[config.mk]
export PLATFORM = sky130hd
export DESIGN_NAME = branch_target_buffer
export DESIGN_NICKNAME = d
export VERILOG_FILES = /design/src/rtl/branch_target_buffer.sv
export SDC_FILE = /design/constraint.sdc
export NUM_CORES = 1
export LEC_CHECK = 0
export CORE_UTILIZATION = 61
export CTS_CLUSTER_DIAMETER = 200
export DETAILED_ROUTE_END_ITERATION = 10
export PLACE_DENSITY_LB_ADDON = 0.05
export SYNTH_ARGS = -nofsm -noshare
export SYNTH_HDL_FRONTEND = slang
export SYNTH_SLANG_ARGS = --single-unit
[constraint.sdc]
create_clock -name clk -period 6.97 [get_ports clk]
set_input_delay 1.394 -clock clk [delete_from_list [all_inputs] [get_ports clk]]
set_output_delay 1.394 -clock clk [all_outputs]
set_load 0.05 [all_outputs]
[src/rtl/branch_target_buffer.sv]
// Purpose : direct-mapped BTB with 2-bit direction counters; predicts fetch next-PC, resolves execute redirects.
// Latency : lookup and mispredict/redirect are combinational (0 cycles); updates become visible the next cycle.
// Backpr. : none -- one lookup and one update are accepted every cycle, flush_btb drops a same-cycle update.
//
// Ports:
//   clk, rst (async, active-low)       clock / reset; reset clears all valid bits and sets counters to WNT
//   flush_btb                          synchronous invalidate of all entries (counters keep their value)
//   pc_f -> pred_taken_f, pred_pc_f    fetch-side lookup
//   upd_*_e                            resolved branch/jump from execute (writes the table at the clock edge)
//   mispredict_e, redirect_pc_e        redirect request for the hazard unit
// Optional: define BTB_STATS_EN to add 32-bit saturating counters stat_lookups, stat_hits, stat_mispredicts.

module branch_target_buffer #(
    parameter int         DATA_WIDTH    = 32,
    parameter int         ENTRIES       = 16,   // power of 2, >= 2
    parameter int         INDEX_WIDTH   = $clog2(ENTRIES),
    parameter int         TAG_WIDTH     = DATA_WIDTH - INDEX_WIDTH - 2,
    parameter logic [1:0] JUMP_INIT_CTR = 2'b11
) (
    input  logic                  clk,
    input  logic                  rst,
    input  logic                  flush_btb,
    input  logic [DATA_WIDTH-1:0] pc_f,
    output logic                  pred_taken_f,
    output logic [DATA_WIDTH-1:0] pred_pc_f,
    input  logic                  upd_valid_e,
    input  logic                  upd_is_jump_e,
    input  logic [DATA_WIDTH-1:0] upd_pc_e,
    input  logic                  upd_taken_e,
    input  logic [DATA_WIDTH-1:0] upd_target_e,
    input  logic                  upd_pred_taken_e,
    input  logic [DATA_WIDTH-1:0] upd_pred_pc_e,
    output logic                  mispredict_e,
    output logic [DATA_WIDTH-1:0] redirect_pc_e
`ifdef BTB_STATS_EN
    ,
    output logic [31:0]           stat_lookups,
    output logic [31:0]           stat_hits,
    output logic [31:0]           stat_mispredicts
`endif
);

    // Counter encodings: SNT=00, WNT=01, WT=10, ST=11; the MSB is the prediction.
    localparam logic [1:0] CTR_WNT = 2'b01;
    localparam logic [1:0] CTR_WT  = 2'b10;
    localparam logic [1:0] CTR_ST  = 2'b11;
    localparam logic [DATA_WIDTH-1:0] PC_STEP = DATA_WIDTH'(4);

    // ------------------------------------------------------------------
    // Storage
    // ------------------------------------------------------------------
    logic                  valid_q  [ENTRIES];
    logic [TAG_WIDTH-1:0]  tag_q    [ENTRIES];
    logic [DATA_WIDTH-1:0] target_q [ENTRIES];
    logic [1:0]            ctr_q    [ENTRIES];

    // ------------------------------------------------------------------
    // Fetch-side lookup
    // ------------------------------------------------------------------
    logic [INDEX_WIDTH-1:0] f_idx;
    logic [TAG_WIDTH-1:0]   f_tag;
    logic                   f_hit;

    // pc bits [1:0] take no part in index or tag, so unaligned PCs alias their word.
    assign f_idx = pc_f[INDEX_WIDTH+1:2];
    assign f_tag = pc_f[DATA_WIDTH-1:INDEX_WIDTH+2];
    // Short-circuit on valid keeps never-written tags from leaking X into the hit.
    assign f_hit = valid_q[f_idx] && (tag_q[f_idx] == f_tag);

    assign pred_taken_f = f_hit & ctr_q[f_idx][1];
    assign pred_pc_f    = pred_taken_f ? target_q[f_idx] : (pc_f + PC_STEP);

    // ------------------------------------------------------------------
    // Execute-side mispredict / redirect
    // ------------------------------------------------------------------
    // A taken prediction with a stale target is a mispredict even when the
    // direction was right; a correct not-taken needs no target compare.
    assign mispredict_e  = upd_valid_e &
                           ((upd_taken_e != upd_pred_taken_e) |
                            (upd_taken_e & (upd_target_e != upd_pred_pc_e)));
    assign redirect_pc_e = upd_taken_e ? upd_target_e : (upd_pc_e + PC_STEP);

    // ------------------------------------------------------------------
    // Update decision for the entry selected by upd_pc_e
    // ------------------------------------------------------------------
    logic [INDEX_WIDTH-1:0] u_idx;
    logic [TAG_WIDTH-1:0]   u_tag;
    logic                   u_hit;
    logic [1:0]             u_ctr;

    assign u_idx = upd_pc_e[INDEX_WIDTH+1:2];
    assign u_tag = upd_pc_e[DATA_WIDTH-1:INDEX_WIDTH+2];
    assign u_hit = valid_q[u_idx] && (tag_q[u_idx] == u_tag);
    assign u_ctr = ctr_q[u_idx];

    logic       wr_ctr_en;    // counter of u_idx is written
    logic       wr_alloc;     // valid/tag of u_idx are (re)written
    logic       wr_tgt_en;    // target of u_idx is written
    logic [1:0] wr_ctr_d;

    always_comb begin
        wr_ctr_en = 1'b0;
        wr_alloc  = 1'b0;
        wr_tgt_en = 1'b0;
        wr_ctr_d  = u_ctr;
        if (upd_valid_e && !flush_btb) begin
            if (u_hit) begin
                wr_ctr_en = 1'b1;
                if (upd_is_jump_e) begin
                    wr_ctr_d  = CTR_ST;
                    wr_tgt_en = 1'b1;
                end else if (upd_taken_e) begin
                    wr_ctr_d  = (u_ctr == CTR_ST) ? CTR_ST : (u_ctr + 2'd1);
                    wr_tgt_en = 1'b1;
                end else begin
                    wr_ctr_d  = (u_ctr == 2'b00) ? 2'b00 : (u_ctr - 2'd1);
                end
            end else if (upd_taken_e) begin
                // Miss: evict whatever lives at this index.
                wr_ctr_en = 1'b1;
                wr_alloc  = 1'b1;
                wr_tgt_en = 1'b1;
                wr_ctr_d  = upd_is_jump_e ? JUMP_INIT_CTR : CTR_WT;
            end
        end
    end

    // ------------------------------------------------------------------
    // State registers
    // ------------------------------------------------------------------
    // valid and ctr carry architectural reset values; flush clears valid only.
    always_ff @(posedge clk or negedge rst) begin
        if (!rst) begin
            for (int i = 0; i < ENTRIES; i++) begin
                valid_q[i] <= 1'b0;
                ctr_q[i]   <= CTR_WNT;
            end
        end else if (flush_btb) begin
            for (int i = 0; i < ENTRIES; i++) begin
                valid_q[i] <= 1'b0;
            end
        end else begin
            if (wr_alloc) begin
                valid_q[u_idx] <= 1'b1;
            end
            if (wr_ctr_en) begin
                ctr_q[u_idx] <= wr_ctr_d;
            end
        end
    end

    // Tag and target are only meaningful under valid, so they need no reset.
    always_ff @(posedge clk) begin
        if (wr_alloc) begin
            tag_q[u_idx] <= u_tag;
        end
        if (wr_tgt_en) begin
            target_q[u_idx] <= upd_target_e;
        end
    end

`ifdef BTB_STATS_EN
    // ------------------------------------------------------------------
    // Optional statistics: saturating, cleared by reset and flush_btb
    // ------------------------------------------------------------------
    logic [31:0] stat_lookups_q,     stat_lookups_d;
    logic [31:0] stat_hits_q,        stat_hits_d;
    logic [31:0] stat_mispredicts_q, stat_mispredicts_d;

    always_comb begin
        stat_lookups_d     = stat_lookups_q;
        stat_hits_d        = stat_hits_q;
        stat_mispredicts_d = stat_mispredicts_q;
        if (upd_valid_e && (stat_lookups_q != 32'hFFFF_FFFF)) begin
            stat_lookups_d = stat_lookups_q + 32'd1;
        end
        if (upd_valid_e && u_hit && (stat_hits_q != 32'hFFFF_FFFF)) begin
            stat_hits_d = stat_hits_q + 32'd1;
        end
        if (mispredict_e && (stat_mispredicts_q != 32'hFFFF_FFFF)) begin
            stat_mispredicts_d = stat_mispredicts_q + 32'd1;
        end
    end

    always_ff @(posedge clk or negedge rst) begin
        if (!rst) begin
            stat_lookups_q     <= 32'd0;
            stat_hits_q        <= 32'd0;
            stat_mispredicts_q <= 32'd0;
        end else if (flush_btb) begin
            stat_lookups_q     <= 32'd0;
            stat_hits_q        <= 32'd0;
            stat_mispredicts_q <= 32'd0;
        end else begin
            stat_lookups_q     <= stat_lookups_d;
            stat_hits_q        <= stat_hits_d;
            stat_mispredicts_q <= stat_mispredicts_d;
        end
    end

    assign stat_lookups     = stat_lookups_q;
    assign stat_hits        = stat_hits_q;
    assign stat_mispredicts = stat_mispredicts_q;
`endif

endmodule

After elaboration in Yosys (flattened, before gate mapping)
Memory sizes are Yosys's and may differ from the RTL's.
Cells that the tools add are included.

operators by class
  $lt $le $gt $ge = 3
  reductions and logical operators = 8
  muxes and demuxes = 41
  add/subtract/negate cells = 4
  equality and inequality tests = 5
  bitwise operators = 8

operators by type and width
  cell                     count
  $add A32 B3 Y32 const B  2
  $mux W32                 2
  $eq A26 B26 Y1           2
  $bwmux W32               1
  $mux W16                 2
  $ne A32 B32 Y1           1
  $mux W2                  12
  $mux W1                  18
  $bmux W2 S4              2
  $or A16 B16 Y16          1
  $ge A5 B5 Y1 const B     2
  $not A4 Y5               2
  $bmux W1 S4              2
  $demux W2 S4             1
  $lt A5 B1 Y1 const B     1
  $demux W1 S4             1
  $logic_and A1 B1 Y1      4
  $and A1 B1 Y1            3
  $add A2 B1 Y2 const B    1
  $eq A2 B2 Y1 const B     1
  $logic_not A2 Y1         1
  $reduce_and A2 Y1        1
  $reduce_bool A2 Y1       1
  $sub A2 B1 Y2 const B    1
  4 further kinds          4

word-level totals
  memories = 2
  output and inout port bits = 66
  logic and storage cells = 103
  flip-flop bits (word level) = 48
  RAM bits = 928
  input port bits = 135

memory list
  name      depth  width  read ports  clocked after Yosys merged registers in  wr ports  line  text
  target_q  16     32     1           0                                        1         54    logic [DATA_WIDTH-1:0] target_q [ENTRIES];
  tag_q     16     26     2           0                                        1         53    logic [TAG_WIDTH-1:0] tag_q [ENTRIES];

Longest topological paths before layout
  depth in word-level cells = 11
  depth in mapped cells = 16
  depth with buffers taken out = 10

Worst setup path before layout
Ideal clock, no wire load.

  kind = input to register
  start = input port upd_pc_e[3]
  end = memory target_q[14][0], enable pin
  arrival time = 6.071 ns
  library setup time = 0.461 ns
  stages = 13
  path buffers = 3
  path slack = 0.438 ns
  required time = 6.509 ns
  path through = buf_6 -> buf_12 -> buf_6 -> mux4_1 -> mux2i_1 -> o21ai_1 -> a311oi_1 -> a31oi_1 -> nor4_1 -> a41oi_2 -> nor2_1 -> nand2_1 -> nor3_1

between the ends
  word-level cells in the longest chain between the ends = 9
  elaborated cells on any way between the ends = 11
  classes of those cells = eq/ne: 1; mux: 7; bitwise: 1; reduce/logical: 1; memory: 1

ends and longest elaborated chain
  what                                                                     line  text
  from (decl)                                                              28    input logic [DATA_WIDTH-1:0] upd_pc_e,
  parallel branches: the longest is 9 deep, another holds $mem_v2 Z16 W26  -
  to (decl)                                                                54

Parallel ways; which one is timed is not known. The select of a mux whose other input is x is not followed.

Worst setup path after layout
  start = input port pc_f[2]
  end = output port pred_pc_f[1]

between the ends
  word-level cells in the longest chain between the ends = 7
  elaborated cells on any way between the ends = 13
  classes of those cells = eq/ne: 1; mux: 7; bitwise: 2; reduce/logical: 1; memory: 2

ends and longest elaborated chain
  what                                                                     line  text
  from (decl)                                                              23    input logic [DATA_WIDTH-1:0] pc_f,
  parallel branches: the longest is 6 deep, another holds $mem_v2 Z16 W26  -
  $mux W32 (*)                                                             71    assign pred_pc_f = pred_taken_f ? target_q[f_idx] : (pc_f + PC_STEP);
  to (decl)                                                                25    output logic [DATA_WIDTH-1:0] pred_pc_f,

Mark *: on every way between the ends. The select of a mux whose other input is x is not followed.

==> summary.txt <==
Detailed routing
  • DR WL/cell: 35.5 um
  • Drc violations: 0
  • DR vias: 26100
  • DR pass1 iterations: 5
  • Post-route ant nets: 0
  • Final WL: 130000 um
  • Iter 0 DRT Violations: 3653
  • Via-to-Cell Ratio: 7.10

Logic synthesis
  • Synth Instances: 2365
  • Top cells by area, synth: edfxtp_1 (63%), mux4_2 (18%), mux2i_1 (2.4%)
  • Cell taking the most area after synthesis: edfxtp_1
  • Count of state elements after synthesis: 976
  • EDFF count, synth: 928
  • Main synth FF type: edfxtp_1
  • Asr flop ratio synth: 4.92%
  • Cell area after synthesis: 44100 sq um
  • Synthesized Nets: 2505
  • Post-synth top area share: 63.1%
  • Syn avg cell area: 18.7 sq um
  • Sequential fraction of the synthesis area: 65.9%
  • Synth unique cells: 70
  • Yosys warns: 0

Cells and area
  • Fillers: 4272
  • Cell area after layout: 51600 sq um
  • Layout cells sized above 1: 29.0%
  • Most common cell after layout, fill and taps aside: edfxtp_1
  • Most frequent cells in the layout: edfxtp_1 (928), mux4_2 (362), nand2_1 (139)
  • Area Growth Syn to Fin: 16.9%
  • # nets final: 2775

Worst setup path
  • Crit start category: primary input
  • Critical Path Fanout Max: 62
  • R2R depth: 11
  • Crit path DAT: 5.38 ns
  • Critical path endpoint category: output pin
  • Critical path data required time: 5.58 ns
  • Critical path class: primary input to output pin

Clock network
  • Clock Pin Slew Worst Setup and Hold Paths: 0.06 ns
  • CTS root buffer: clkbuf_16
  • Clk buf depth: 3
  • Post-CTS Resized: 0
  • Clk sinks: 976
  • CTS H-tree lvls: 3
  • CTS tree: done
  • TritonCTS Buffers: 96
  • Post CTS Setup Buffer Count: 0
  • Worst-Skew Late Latency: 0.67 ns
  • Hold Buf Count CTS: 0

Power and ir drop
  • Int Pwr: 0.00990 W
  • Clk pwr share: 39.9%
  • Peak supply drop: 0.000226 V
  • Sw frac: 23.4%
  • NetSw: 0.00303 W
  • Leakage power total: 16.8 nW
  • Logic pwr share: 9.8%
  • Pwr Density: 250 nW/um^2
  • Flop pwr share: 50.3%

Timing
  • Fmax: 148 MHz
  • Max Slew Vio Count: 0
  • Post-route setup TNS: 0 ns
  • Tcrit/Tclk final: 97.1%
  • Final hold vios: 0
  • Worst Skew: 0.0315 ns
  • Worst-Margin Slew: 1.19 ns
  • Min Clock Period, post-route: 6.77 ns
  • RSZ-0062 raised after global routing: false
  • Final setup viols: 0
  • Slew HR: 20.0%

Global routing
  • All-layer global routing usage: 36.2%
  • Initial antenna violation count: 7
  • GR Layer Usage met1: 48.7%
  • GR peak layer: met2
  • Met3 Use GR: 7.93%
  • Largest net degree at the start of global routing: 106
  • First-pass GRT wire length: 187000 um
  • Vias in the first global route: 26200
  • Gr ovfl total: 0
  • Global routing usage on met2: 57.5%

Floorplanning
  • Num rows: 98
  • Io pins: 201
  • Die ar.: 73400 sq um
  • Die height: 271 um
  • Initial core utilization: 61.7%
  • DIE WIDTH: 271 um
  • Core footprint: 71500 sq um

Placement
  • GP Congestion: 0.924
  • IO Port Bufs: 200
  • Detailed-placement wirelength estimate: 81300 um
  • Cell Area, Placed: 48500 sq um

Outcome
  • Outcome: finished, final reports clean

Job
  • Max Cap Violations: 0

Min path
  • HP Class: flop to flop
  • Worst Hold Path Cells: 2
## power groups by stage
stage | logic (W) | registers, W | clock network, W
after CTS | 0.00125 | 0.00650 | 0.00520
after global placement | 0.00123 | 0.00662 | 0
after detailed placement | 0.00125 | 0.00663 | 0
final | 0.00126 | 0.00650 | 0.00516
after global routing | 0.00131 | 0.00650 | 0.00541
after floorplan | 0.000694 | 0.00662 | 0
## state kept, by name (all words and copies together) (netlist names)
signal,count
target_q,512
ctr_q,32
valid_q,16
tag_q,416
## through the flow
stage | power [W] | setup slack (ns) | hold WS (ns) | util (%) | cells
floorplan | 0.00731 | 0.438 | 0.479 | - | 2365
CTS | 0.0130 | 0.189 | 0.529 | 72.2 | 3666
global placement | 0.00785 | 0.261 | 0.502 | 67.8 | 3487
global route | 0.0132 | 0.0533 | 0.549 | 72.2 | 3669
finish | 0.0129 | 0.199 | 0.526 | 72.2 | 3669
detailed placement | 0.00788 | 0.175 | 0.516 | 67.8 | 3487
## metal layers
metal,share of wire (%),vias to the layer above
met5,0.0061,-
met4,4.7,2
met3,11,336
met2,48,1871
met1,36,13500
li1,-,10300
## synthesized netlist by cell type (all sizes together), types with 15 or more instances
library cell and n:
a22oi 19, buf 84, a21oi 19, nand4 21
clkbuf 67, dfstp 16, nand3 25, inv 22
edfxtp 928, a32o 15, dfrtp 32, o21ai 70
nor2 71, a31oi 21, xnor2 67, xor2 73
mux2 33, nand2 139, nor3 17, and3 18
mux2i 104, nor2b 18, mux4 370
## worst paths after layout
path                                        endpoint               startpoint  slack (ns)
max                                     pred_pc_f[1]                  pc_f[2]        0.20
min in group asynchronous       ctr_q[9]$_DFFE_PN0P_                      rst        0.93
min                          valid_q[12]$_DFFE_PN0P_  valid_q[12]$_DFFE_PN0P_        0.53
min reg2reg                  valid_q[12]$_DFFE_PN0P_  valid_q[12]$_DFFE_PN0P_        0.53
max in group asynchronous    valid_q[15]$_DFFE_PN0P_                      rst        5.37
max reg2reg                target_q[6][26]$_DFFE_PP_   tag_q[6][13]$_DFFE_PP_        2.17
## worst max-delay path, stage by stage
cell and delay (ns):
buf_8 0.32, buf_12 0.32, mux4_2 0.54, mux4_2 0.49
xnor2_1 0.23, nand4_1 0.21, or3_1 0.49, nor4_4 0.39
buf_12 0.32, mux2_2 0.38, buf_4 0.19
## cell families after synthesis
group / count (synthesis) / synth area share (%)
multiplexers: 507 / 22.2
AO/OA/AOI/OAI: 210 / 3.24
XOR/XNOR: 140 / 2.78
AND/OR/NAND/NOR: 353 / 3.81
adder cells (fa/ha/maj): 6 / 0.164
flip-flops: 976 / 65.9
buffers and inverters: 173 / 1.95
## final cells by class
type                       count  area [sq um]  area share, %
clock buffer                 115          2510           4.87
multi-input combinational   1216         14400           27.9
tap                          950          1190           2.30
inverter                      22          82.6          0.160
clock inverter                64           612           1.19
antenna                        3          7.51         0.0145
sequential                   976         29100           56.4
timing repair buffer         323          3740           7.24
(Power assumes the default switching activity.)
